<file path="src/rtl/wb_pkg.sv">
// Shared types and constants for the writeback controller and its load-tag FIFO.
package wb_pkg;

    typedef enum logic [1:0] {
        WB_NONE = 2'd0,
        WB_IEU  = 2'd1,
        WB_LOAD = 2'd2,
        WB_PC   = 2'd3
    } wb_kind_e;

    localparam logic [4:0] REG_ZERO          = 5'd0;
    localparam int         DEFAULT_MAX_LOADS = 2;

    // Kinds whose result is written straight from the E stage.
    function automatic logic is_pipe_kind(input wb_kind_e kind);
        return (kind == WB_IEU) || (kind == WB_PC);
    endfunction

endpackage

</file>
<file path="src/rtl/load_tag_fifo.sv">
// In-order FIFO of destination tags for outstanding loads; DEPTH must be a power of two.
module load_tag_fifo
    import wb_pkg::*;
#(
    parameter int DEPTH = DEFAULT_MAX_LOADS,
    parameter int W     = 5
) (
    input  logic         clk,
    input  logic         reset,
    input  logic         push,
    input  logic [W-1:0] tag_in,
    input  logic         pop,
    output logic [W-1:0] head,
    output logic         full,
    output logic         empty
);

    localparam int PW = (DEPTH > 1) ? $clog2(DEPTH) : 1;
    localparam logic [PW:0] DEPTH_CNT = DEPTH[PW:0];

    logic [W-1:0]  mem [DEPTH];
    logic [PW-1:0] wr_ptr;
    logic [PW-1:0] rd_ptr;
    logic [PW:0]   count;
    logic          do_push;
    logic          do_pop;

    assign full    = (count == DEPTH_CNT);
    assign empty   = (count == '0);
    assign do_push = push && !full;
    assign do_pop  = pop && !empty;
    assign head    = mem[rd_ptr];

    // NOTE: state uses non-blocking assignments so every flop samples pre-edge values.
    always_ff @(posedge clk or posedge reset) begin
        if (reset) begin
            wr_ptr <= '0;
            rd_ptr <= '0;
            count  <= '0;
        end else begin
            // Power-of-two depth lets the pointers wrap by natural overflow.
            if (do_push) wr_ptr <= wr_ptr + 1'b1;
            if (do_pop)  rd_ptr <= rd_ptr + 1'b1;
            case ({do_push, do_pop})
                2'b10:   count <= count + 1'b1;
                2'b01:   count <= count - 1'b1;
                default: count <= count;
            endcase
        end
    end

    // NOTE: storage is not reset; the pointers alone decide which entries are live.
    always_ff @(posedge clk) begin
        if (do_push) mem[wr_ptr] <= tag_in;
    end

endmodule

</file>
<file path="src/rtl/wb_ctrl.sv">
// Writeback controller and load scoreboard for the register-file write port.
// Optional macro WB_CTRL_ERR_EN adds a sticky err output for orphan LSU responses.
module wb_ctrl
    import wb_pkg::*;
#(
    parameter int XLEN      = 32,
    parameter int MAX_LOADS = DEFAULT_MAX_LOADS
) (
    input  logic            clk,
    input  logic            reset,
    input  logic            issue_valid,
    input  wb_kind_e        issue_kind,
    input  logic [4:0]      issue_rd,
    input  logic [4:0]      issue_rs1,
    input  logic [4:0]      issue_rs2,
    input  logic            issue_use_rs1,
    input  logic            issue_use_rs2,
    output logic            stall,
    input  logic            lsu_rsp_valid,
    output logic            lsu_rsp_ready,
    input  logic [XLEN-1:0] lsu_rsp_data,
    output logic [4:0]      rd_addr,
    output logic            wb_ieu,
    output logic            wb_lsu,
    output logic            wb_pc,
    output logic [XLEN-1:0] lsu_data
`ifdef WB_CTRL_ERR_EN
    ,
    output logic            err
`endif
);

    logic       e_valid;
    wb_kind_e   e_kind;
    logic [4:0] e_rd;

    logic [31:1] pend;
    logic [31:0] pend_vec;

    logic       hold_valid;
    logic [4:0] hold_rd;

    logic       fifo_full;
    logic       fifo_empty;
    logic [4:0] fifo_head;

    logic pipe_wb;
    logic drain;
    logic hold_wr;
    logic rsp_accept;
    logic issue_ok;
    logic load_accept;
    logic rs1_haz;
    logic rs2_haz;
    logic waw_haz;

    // x0 occupies bit 0 and is never set, so it can never look pending.
    assign pend_vec = {pend, 1'b0};

    assign pipe_wb       = e_valid && is_pipe_kind(e_kind) && (e_rd != REG_ZERO);
    assign drain         = hold_valid && !pipe_wb;
    assign hold_wr       = drain && (hold_rd != REG_ZERO);
    assign lsu_rsp_ready = !hold_valid || drain;
    assign rsp_accept    = lsu_rsp_valid && lsu_rsp_ready && !fifo_empty;
    assign issue_ok      = issue_valid && !stall;
    assign load_accept   = issue_ok && (issue_kind == WB_LOAD);

    // The register file reads on the write edge, so an E-stage result costs one bubble.
    assign rs1_haz = issue_use_rs1 && (issue_rs1 != REG_ZERO) &&
                     (pend_vec[issue_rs1] || (pipe_wb && issue_rs1 == e_rd) ||
                      (hold_valid && issue_rs1 == hold_rd));
    assign rs2_haz = issue_use_rs2 && (issue_rs2 != REG_ZERO) &&
                     (pend_vec[issue_rs2] || (pipe_wb && issue_rs2 == e_rd) ||
                      (hold_valid && issue_rs2 == hold_rd));
    assign waw_haz = (issue_rd != REG_ZERO) && pend_vec[issue_rd];

    assign stall = issue_valid &&
                   (rs1_haz || rs2_haz || waw_haz || (issue_kind == WB_LOAD && fifo_full));

    // NOTE: every always_comb output gets a default first so no latch is inferred.
    always_comb begin
        wb_ieu  = 1'b0;
        wb_pc   = 1'b0;
        wb_lsu  = 1'b0;
        rd_addr = REG_ZERO;
        if (pipe_wb) begin
            wb_ieu  = (e_kind == WB_IEU);
            wb_pc   = (e_kind == WB_PC);
            rd_addr = e_rd;
        end else if (hold_wr) begin
            wb_lsu  = 1'b1;
            rd_addr = hold_rd;
        end
    end

    always_ff @(posedge clk or posedge reset) begin
        if (reset) begin
            e_valid <= 1'b0;
            e_kind  <= WB_NONE;
            e_rd    <= REG_ZERO;
        end else begin
            e_valid <= issue_ok;
            if (issue_ok) begin
                e_kind <= issue_kind;
                e_rd   <= issue_rd;
            end
        end
    end

    // Set and clear never target the same register: WAW holds the second load back.
    always_ff @(posedge clk or posedge reset) begin
        if (reset) begin
            pend <= '0;
        end else begin
            for (int r = 1; r < 32; r++) begin
                if (load_accept && issue_rd == 5'(r))
                    pend[r] <= 1'b1;
                else if (hold_wr && hold_rd == 5'(r))
                    pend[r] <= 1'b0;
            end
        end
    end

    always_ff @(posedge clk or posedge reset) begin
        if (reset) begin
            hold_valid <= 1'b0;
            hold_rd    <= REG_ZERO;
            lsu_data   <= '0;
        end else if (rsp_accept) begin
            hold_valid <= 1'b1;
            hold_rd    <= fifo_head;
            lsu_data   <= lsu_rsp_data;
        end else if (drain) begin
            hold_valid <= 1'b0;
        end
    end

`ifdef WB_CTRL_ERR_EN
    always_ff @(posedge clk or posedge reset) begin
        if (reset)
            err <= 1'b0;
        else if (lsu_rsp_valid && fifo_empty)
            err <= 1'b1;
    end
`endif

    load_tag_fifo #(
        .DEPTH (MAX_LOADS),
        .W     (5)
    ) u_tags (
        .clk    (clk),
        .reset  (reset),
        .push   (load_accept),
        .tag_in (issue_rd),
        .pop    (rsp_accept),
        .head   (fifo_head),
        .full   (fifo_full),
        .empty  (fifo_empty)
    );

endmodule

</file>
<file path="config.mk">
export PLATFORM = sky130hd
export DESIGN_NAME = wb_ctrl
export DESIGN_NICKNAME = d
export VERILOG_FILES = /design/src/rtl/wb_pkg.sv /design/src/rtl/load_tag_fifo.sv /design/src/rtl/wb_ctrl.sv
export SDC_FILE = /design/constraint.sdc
export NUM_CORES = 1
export LEC_CHECK = 0
export CAP_MARGIN = 20
export CORE_MARGIN = 2
export CORE_UTILIZATION = 50
export CTS_CLUSTER_DIAMETER = 100
export DETAILED_ROUTE_END_ITERATION = 8
export HOLD_SLACK_MARGIN = 0.08
export MAX_ROUTING_LAYER = met4
export PLACE_DENSITY = 0.78
export RECOVER_POWER = 50
export SLEW_MARGIN = 20
export SYNTH_ARGS = -nofsm -noshare
export SYNTH_HDL_FRONTEND = slang
export SYNTH_SLANG_ARGS = --single-unit
</file>
<file path="constraint.sdc">
create_clock -name clk -period 4.55 [get_ports clk]
set_input_delay 0.91 -clock clk [delete_from_list [all_inputs] [get_ports clk]]
set_output_delay 0.91 -clock clk [all_outputs]
set_load 0.01 [all_outputs]
</file>
# After elaboration in Yosys (flattened, before gate mapping)
# Memory sizes are Yosys's and may differ from the RTL's. A register that Yosys moved wholly into a read port is not among the register bits.
# Cells that the tools add are included.
[word_totals]
reg_bits = 76
latchBits = 0
ram_bits = 10
mem_bits_ro = 0
inputBits = 55
output_inout_bits = 42
wordCells = 334
n_memories = 1
[mem_list]
columns = ["name", "depth", "word_bits", "rd", "rd_clocked_by_memory_dff", "write_ports", "line_no", "text"]
rows = [
  ["u_tags.mem", 2, 5, 1, 1, 1, "load_tag_fifo.sv:21", "logic [W-1:0] mem [DEPTH];"],
]
[op_classes]
addsub = 4
n_mul = 0
div_mod_pow = 0
n_lt_le_gt_ge = 3
n_eq_ne = 72
shifts = 0
mux = 79
bitwise_logic = 0
reduce_logical = 136
[ops]
columns = ["op", "n"]
rows = [
  ["$eq 5x5->1 const B", 32],
  ["$logic_and 1x1->1", 83],
  ["$eq 5x4->1 const B", 16],
  ["$mux 1", 73],
  ["$reduce_bool 2->1", 33],
  ["$eq 5x3->1 const B", 8],
  ["$reduce_bool 5->1", 5],
  ["$eq 5x2->1 const B", 4],
  ["$eq 5x5->1", 4],
  ["$lt 5x6->1 const B", 3],
  ["$bmux 1 s5", 3],
  ["$eq 5x1->1 const B", 2],
  ["$mux 5", 2],
  ["$logic_or 1x1->1", 9],
  ["$eq 2x2->1 const B", 4],
  ["$logic_not 1->1", 5],
  ["$eq 2x1->1 const B", 2],
  ["$pmux 2 s2", 1],
  ["$add 1x1->1 const B", 2],
  ["$add 2x1->2 const B", 1],
  ["$logic_not 2->1", 1],
  ["$sub 2x1->2 const B", 1],
]

# Depth between registers and ports, before layout
# Gate-level depths: netlist (run 1).
[depth]
depth_word = 18
mapped_depth = 13
mapped_depth_nobuf = 10

# Hierarchy
# From an unflattened synthesis (run 1), not the netlist that was laid out.
[hier_totals]
cells_unflattened = 503
area_unflattened_um2 = 5008.6
[modules_own_cells]
columns = ["mod", "instances", "cells_each", "area_each_um2", "seq_area_each_um2"]
rows = [
  ["wb_ctrl", 1, 468, 4444.3, 1926.8],
  ["load_tag_fifo", 1, 35, 564.3, 400.4],
]

# Least setup slack after synthesis (run 1)
# Ideal clock, no wire load.
[synth_timing]
path_type = "input -> output"
startpoint = "input port issue_rs1[0]"
endpoint = "output port stall"
arrival_time_ps = 3227
required_ps = 3640
path_slack_ps = 413
stages = 10
path_buffers = 3
cell_sequence = "clkbuf_1 mux4_2 nand3b_1 nand2_1 o31ai_1 a21oi_1 or4_1 buf_2 buf_6 and2_1"
[synth_between]
elab_chain_len = 9
elab_cells_between_ends = 15
cone_classes = "2 x eq/ne; 2 x mux; 11 x reduce/logical"
[synth_rtl]
columns = ["item", "line_no", "text"]
rows = [
  ["from (decl)", "wb_ctrl.sv:14", "input logic [4:0] issue_rs1,"],
  ["$bmux 1 s5 / $eq 5x5->1 (equally long branches)", "wb_ctrl.sv:70", "(pend_vec[issue_rs1] || (pipe_wb && issue_rs1 == e_rd) ||"],
  ["$mux 1 (implied by the code) / $logic_and 1x1->1 (equally long branches)", "wb_ctrl.sv:70", ""],
  ["$logic_or 1x1->1 (2 in a row)", "wb_ctrl.sv:70", ""],
  ["$logic_and 1x1->1 (*)", "wb_ctrl.sv:69", "assign rs1_haz = issue_use_rs1 && (issue_rs1 != REG_ZERO) &&"],
  ["$logic_or 1x1->1 (*) (3 in a row)", "wb_ctrl.sv:78", "(rs1_haz || rs2_haz || waw_haz || (issue_kind == WB_LOAD && fifo_full));"],
  ["$logic_and 1x1->1 (*)", "wb_ctrl.sv:77", "assign stall = issue_valid &&"],
  ["to (decl)", "wb_ctrl.sv:18", "output logic stall,"],
]
# Every way passes the cells marked *; elsewhere a longest branch is shown, timed or not. The select of a mux whose other input is x is not followed.

# Worst setup path after layout (run 1)
[layout_timing]
startpoint = "input port issue_rs1[1]"
endpoint = "output port stall"
# The elaborated chain is that of the path after synthesis.

==> impl_metrics.tcl, run 1 <==
set metrics [dict create \
    status "complete, but fails checks" \
    failed_checks "max-capacitance violations, max-slew violations" \
    worst_path_max_delay_cell "sky130_fd_sc_hd__or4_4" \
    detail_route.first_pass.iterations 6 \
    path_delay_family "buffers and inverters" \
    setup_tns_ps 0 \
    grt_max_degree 54 \
    via_per_inst 5.91 \
    cp_data_arrival_time_ps 3540 \
    critPathBufInv 3 \
    worst-endpoint-required_ps 3640 \
    clock_latency_ps 370 \
    netlist_area_before_placement_mm2 0.00495 \
    chipWidth_um 103 \
    met3WireLength_um 1210 \
    finalSetupViolCount 0 \
    diodes 0 \
    vdd_drop_max_v 0.000313 \
    portion_of_the_post_synthesis_area_used_by_sequential_elements 0.471 \
    worst-path-max-fanout 6 \
    synth.lib_cells_used.distinct 54 \
    hold_buffers 0 \
    ys_warns 0 \
    finalClockSkew_ps 12.6 \
    mappedNetlistNets 535 \
    grtUsageTotal 0.279 \
    asyncSetResetFlopFracSynth 0.890 \
    drv_slew 99 \
    worst_slew_pin_slew_ps 2400 \
    static-leakage-power_nw 2.65 \
    i_o_pin_cnt 97 \
    power_per_cell_area_mw_per_mm2 559 \
    worstSetupStartpointType "input port" \
    area_delta_synth_final_pct 29.3 \
    port_buffer_count 96 \
    path_clk_slew_ps 90 \
    rsz0062_at_grt "no" \
    slew_headroom -0.608 \
    drt_iter0_drc 283 \
    final_antenna_net_count 0 \
    core_area_mm2 0.00968 \
    layout.filler_cells 764 \
    post-route-util 0.660 \
    timing.critical_path.to_type "primary output" \
    cts.sinks 91 \
    fin_crit_ps 4450 \
    synth_top_area_share 0.410 \
    cts_inserted_buffers 9 \
    routed_wl_um 13900 \
    tritoncts "built" \
    fraction_of_final_layout_cells_sized_beyond_drive_strength_1 0.144 \
    postSynthRegisterBits 91 \
    topRoutingLayerUsed "met4" \
    m1WireLength_um 5800 \
    finalWeightedCongestion 0.972 \
    gr-total-overflow 0 \
    cts_htree_levels 3 \
    final_hold_viol_count 0 \
    grt_pass1_vias 4307 \
    timing.final.crit_share 0.977 \
    hp-class "register to register" \
    synth_flop_cell "sky130_fd_sc_hd__dfrtp_1" \
    remaining_drc_errors 0 \
    timing_limited_maximum_frequency_mhz 225 \
    critical_path.reg2reg.startpoint "e_rd[1]" \
    dr_wl_met2_um 6470 \
    critPathKind "input port to primary output" \
    design.final.nets 647 \
    synth_enable_flop_cells 10 \
    clockBufferDepth 2 \
    grt_antenna_before_repair 0 \
    floorplan.die.height_um 103 \
    ctsRootBufferMaster "sky130_fd_sc_hd__clkbuf_8" \
    worst_path_cell_chain "clkdlybuf4s50_1, buf_6, mux4_2, nand3_1, nand2_1, o31ai_2, a21oi_2, or4_4, and2_1, dlygate4sd2_1" \
    post_drt_wl_per_cell_um 19.1 \
    worst_path_largest_cell_delay_ps 550 \
    die_footprint_mm2 0.0107 \
    initial_core_util 0.511 \
    largest_cells_by_area_after_synthesis "sky130_fd_sc_hd__dfrtp_1 41%, sky130_fd_sc_hd__nand2_1 8.9%, sky130_fd_sc_hd__mux4_2 8.2%" \
    max_cap_violations 2 \
    synth_top_area_cell "sky130_fd_sc_hd__dfrtp_1" \
    first_pass_grt_wire_length_um 21900 \
    hold_path_startpoint "lsu_data[11]" \
    num_vias 4305 \
    critPathLaunch "issue_rs1[1]" \
    synth_area_per_cell_um2 10.3 \
    std_cell_rows 36 \
    detailed_place_hpwl_um 9970 \
    postSynthCellCount 479 \
]
==> Yosys cell counts (all sizes together), types with 2 or more instances <==
cell	instances
edfxtp	10
xnor2	12
a221o	2
mux2i	14
nand2	117
buf	13
nor2	10
inv	9
xor2	13
clkbuf	19
mux4	18
or2	3
nor2b	3
dfrtp	81
nor4	5
o41ai	8
o31ai	24
a22o	5
nand3b	5
or4	4
nor3b	2
or3	2
a211oi	3
nand3	10
mux2	10
and2	3
o21ai	43
nand2b	11
a31oi	4
==> sequential cells by signal, summed over array words and instances (netlist names) <==
name           count
hold_valid         1
u_tags.rd_ptr      1
e_valid            1
u_tags.mem        10
hold_rd            5
u_tags.wr_ptr      1
e_rd               5
pend              31
lsu_data          32
u_tags.count       2
e_kind             2
==> tightest hold or removal path, delay by kind of cell, from the launching register on <==
family	cells	cell delay, ps
simple gates	2	100
flops	1	350
==> power by group <==
part / switching, W / total, W / internal, W
Combinational: 0.000706 / 0.00151 / 0.000808
Clock: 0.000303 / 0.000508 / 0.000205
Sequential: 0.000395 / 0.00155 / 0.00116
==> cells by family (layout without fill, tap and decap cells) <==
kind of cell,after synthesis,in the layout,synth area share
fa+ha+maj,1,1,0.00253
flops,91,91,0.471
compound gates,100,100,0.146
xor+xnor,25,25,0.0443
mux,42,42,0.133
buf+inv,41,158,0.0374
simple gates,179,179,0.166
==> metal layers <==
layer / vias to the layer above / global-route usage
met5: - / -
met4: 0 / 0.110
met3: 37 / 0.0618
met2: 245 / 0.417
met1: 2078 / 0.374
li1: 1945 / -
==> cells in the final DEF, fill, tap and decap left out, types with 11 or more instances in the layout <==
master and count:
sky130_fd_sc_hd__dfrtp_1 81, sky130_fd_sc_hd__mux4_2 18, sky130_fd_sc_hd__dlygate4sd3_1 16, sky130_fd_sc_hd__o21ai_0 40, sky130_fd_sc_hd__o31ai_1 23, sky130_fd_sc_hd__buf_4 29
sky130_fd_sc_hd__mux2i_1 14, sky130_fd_sc_hd__xor2_1 13, sky130_fd_sc_hd__nand2_1 117, sky130_fd_sc_hd__clkdlybuf4s50_1 76, sky130_fd_sc_hd__xnor2_1 12, sky130_fd_sc_hd__nand2b_1 11
==> per-stage QoR <==
step / power [W] / std cells / worst slack, ps / hold WS (ps) / cell area [um2]
floorplan: 0.00237 / 479 / 413 / 449 / 4950
global placement: 0.00301 / 711 / -152 / 456 / 6210
detailed placement: 0.00307 / 711 / -204 / 464 / 6210
CTS: 0.00359 / 729 / 9.97 / 484 / 6410
global route: 0.00381 / 729 / 6.59 / 502 / 6390
finish: 0.00358 / 729 / 105 / 477 / 6390
==> cell type report <==
cell class              instances  area [um2]  share of cell area
clock buffers                  10         128              0.0200
clock inverters                 6        47.5             0.00743
inverters                       9        35.0             0.00548
multi-input cells             347        2460               0.384
flip-flops and latches         91        2330               0.364
well taps                     133         166              0.0260
repair buffers                133        1230               0.193
==> final timing paths <==
kind                            slack, ps  cells after the start               to
max in group asynchronous            1350                      3     lsu_data[20]
min in group asynchronous            1640                      2     lsu_data[23]
worst min-delay path                  480                      2     lsu_data[11]
worst max-delay path                  100                     10            stall
worst min register to register        480                      2     lsu_data[11]
worst max register to register        530                     10  u_tags.count[1]
==> timing repair <==
item / CTS / global route
endpoints found under the setup margin: 1 / 1
gates cloned: 0 / 0
gates resized for setup: 5 / 5
pin swaps: 1 / 1
setup buffers: 2 / 0
(Power assumes the default switching activity.)
==> run 2: changes to the inputs <==
Settings changed: SETUP_SLACK_MARGIN set to 0.15.
==> impl_metrics.tcl, run 2 (synthesis gave the netlist of run 1 again) <==
set metrics [dict create \
    grt_pass1_vias 4376 \
    drv_slew 99 \
    chipWidth_um 103 \
    num_vias 4366 \
    final_hold_viol_count 0 \
    critPathBufInv 3 \
    core_area_mm2 0.00968 \
    power.switching_fraction 0.393 \
    cp_data_arrival_time_ps 3490 \
    area_delta_synth_final_pct 31.7 \
    regToRegEndpoint "u_tags.count[1]" \
    worst_path_largest_cell_delay_ps 510 \
    r2r.worst_path.cells 10 \
    max_ffs_per_register 32 \
    timing.final.crit_share 0.968 \
    path_delay_family "buffers and inverters" \
    status "complete, but fails checks" \
    design.final.nets 656 \
    finalSetupViolCount 0 \
    timing.critical_path.to_type "primary output" \
    p_seq_frac 0.429 \
    worstSetupStartpointType "input port" \
    critical_path.reg2reg.startpoint "e_rd[1]" \
    worst-endpoint-required_ps 3640 \
    fraction_of_final_layout_cells_sized_beyond_drive_strength_1 0.165 \
    power_per_cell_area_mw_per_mm2 557 \
    hold_depth 2 \
    die_footprint_mm2 0.0107 \
    path_clk_slew_ps 90 \
    grt_max_degree 54 \
    finalWeightedCongestion 0.972 \
    critPathKind "input port to primary output" \
    worst_path_cell_chain "clkdlybuf4s50_1, clkbuf_1, mux4_2, a221o_1, nand2_1, o311ai_1, or4_4, and2_1, buf_2" \
    cts_inserted_buffers 9 \
    combPwrFrac 0.431 \
    clock_latency_ps 370 \
    timing_limited_maximum_frequency_mhz 227 \
    via_per_inst 5.92 \
    multi_input_area_mm2 0.00250 \
    hold_path_startpoint "lsu_data[11]" \
    routed_wl_um 14200 \
    first_pass_grt_wire_length_um 22300 \
    clockBufferDepth 2 \
    failed_checks "max-capacitance violations, max-slew violations" \
    power_report.internal_total_w 0.00220 \
    finalClockSkew_ps 14.7 \
    worst-path-max-fanout 6 \
    worst_slew_pin_slew_ps 2370 \
    post_drt_wl_per_cell_um 19.2 \
    layout.cells.most_common "sky130_fd_sc_hd__nand2_1" \
    largest_registers "lsu_data x32, pend x31, u_tags.mem x10" \
    tritoncts "built" \
    detail_route.first_pass.iterations 6 \
    seqCellArea_mm2 0.00233 \
    total_switching_power_w 0.00142 \
    clockPowerShare 0.140 \
    static-leakage-power_nw 2.71 \
    gr-total-overflow 0 \
    worst_path_max_delay_cell "sky130_fd_sc_hd__or4_4" \
    grt_antenna_before_repair 0 \
    hp-class "register to register" \
    ctsRootBufferMaster "sky130_fd_sc_hd__clkbuf_8" \
    cts_htree_levels 3 \
    cts.sinks 91 \
    std_cell_rows 36 \
    report.power.total_w 0.00363 \
    layout.filler_cells 737 \
    rsz0062_at_grt "yes" \
    fin_crit_ps 4400 \
    vdd_drop_max_v 0.000313 \
    slew_headroom -0.586 \
    regMostFlops "lsu_data" \
    worst_reg2reg_setup_slack_ps 580 \
    max_cap_violations 2 \
    initial_core_util 0.511 \
    grtUsageTotal 0.285 \
    final_antenna_net_count 0 \
    diodes 0 \
    detailed_place_hpwl_um 9970 \
    remaining_drc_errors 0 \
    post-route-util 0.672 \
    i_o_pin_cnt 97 \
    floorplan.die.height_um 103 \
    most_frequent_cells_in_the_layout "117 x sky130_fd_sc_hd__nand2_1, 81 x sky130_fd_sc_hd__dfrtp_1, 74 x sky130_fd_sc_hd__clkdlybuf4s50_1, 40 x sky130_fd_sc_hd__o21ai_0, 34 x sky130_fd_sc_hd__buf_4" \
    drt_iter0_drc 297 \
    port_buffer_count 96 \
    timing.hold.worst_endpoint "lsu_data[11]" \
]
-- run 2: worst max-delay path by stage --
| stage | start | end | slack (ps) | depth (start not counted) |
|---|---|---|---|---|
| floorplan | issue_rs1[0] | stall | 410 | 10 |
| global placement | issue_rd[0] | stall | -150 | 9 |
| detailed placement | issue_rs1[0] | stall | -200 | 9 |
| CTS | issue_rs1[1] | u_tags.count[1] | 140 | 21 |
| global route | lsu_rsp_valid | u_tags.count[1] | 100 | 9 |
| finish | issue_rd[2] | stall | 150 | 9 |
-- run 2: final cells by class --
type / count / area share
timing repair buffer: 142 / 0.201
multi-input combinational: 347 / 0.383
tap: 133 / 0.0256
clock buffer: 10 / 0.0196
sequential: 91 / 0.357
clock inverter: 6 / 0.00730
inverter: 9 / 0.00538
-- run 2: what timing repair did --
action / in CTS / in global routing
hold buffers: 0 / 0
gates resized for setup: 11 / 12
endpoints found under the setup margin: 1 / 20
gates cloned: 0 / 0
setup buffers: 10 / 1
pin swaps: 3 / 7
-- run 2: metal layers --
layer,vias to the layer above,part of all wire,GRT usage
met2,272,0.47,0.428
met1,2098,0.40,0.380
li1,1955,-,-
met4,0,0.031,0.111
met3,41,0.10,0.0625
met5,-,0,-
-- run 2: tightest hold or removal path, delay by kind of cell, from the launching register on --
kind          cells  cell delay [ps]
flops             1              350
simple gates      2              100
-- run 2: power groups by stage --
stage / combinational [W] / clock (W) / sequential [W]
after CTS: 0.00155 / 0.000515 / 0.00154
after floorplan: 0.000917 / 0 / 0.00145
after global placement: 0.00148 / 0 / 0.00154
final: 0.00156 / 0.000509 / 0.00155
after global routing: 0.00172 / 0.000546 / 0.00160
after detailed placement: 0.00152 / 0 / 0.00155
-- run 2: stage by stage --
stage          area [um2]  hold slack, ps  setup TNS, ps  setup slack [ps]  std cells
6_report             6510             477              0               146        738
5_1_grt              6510             502              0               102        738
4_1_cts              6470             484              0               142        737
3_5_place_dp         6210             464           -204              -204        711
3_3_place_gp         6210             456           -152              -152        711
2_1_floorplan        4950             449              0               413        479
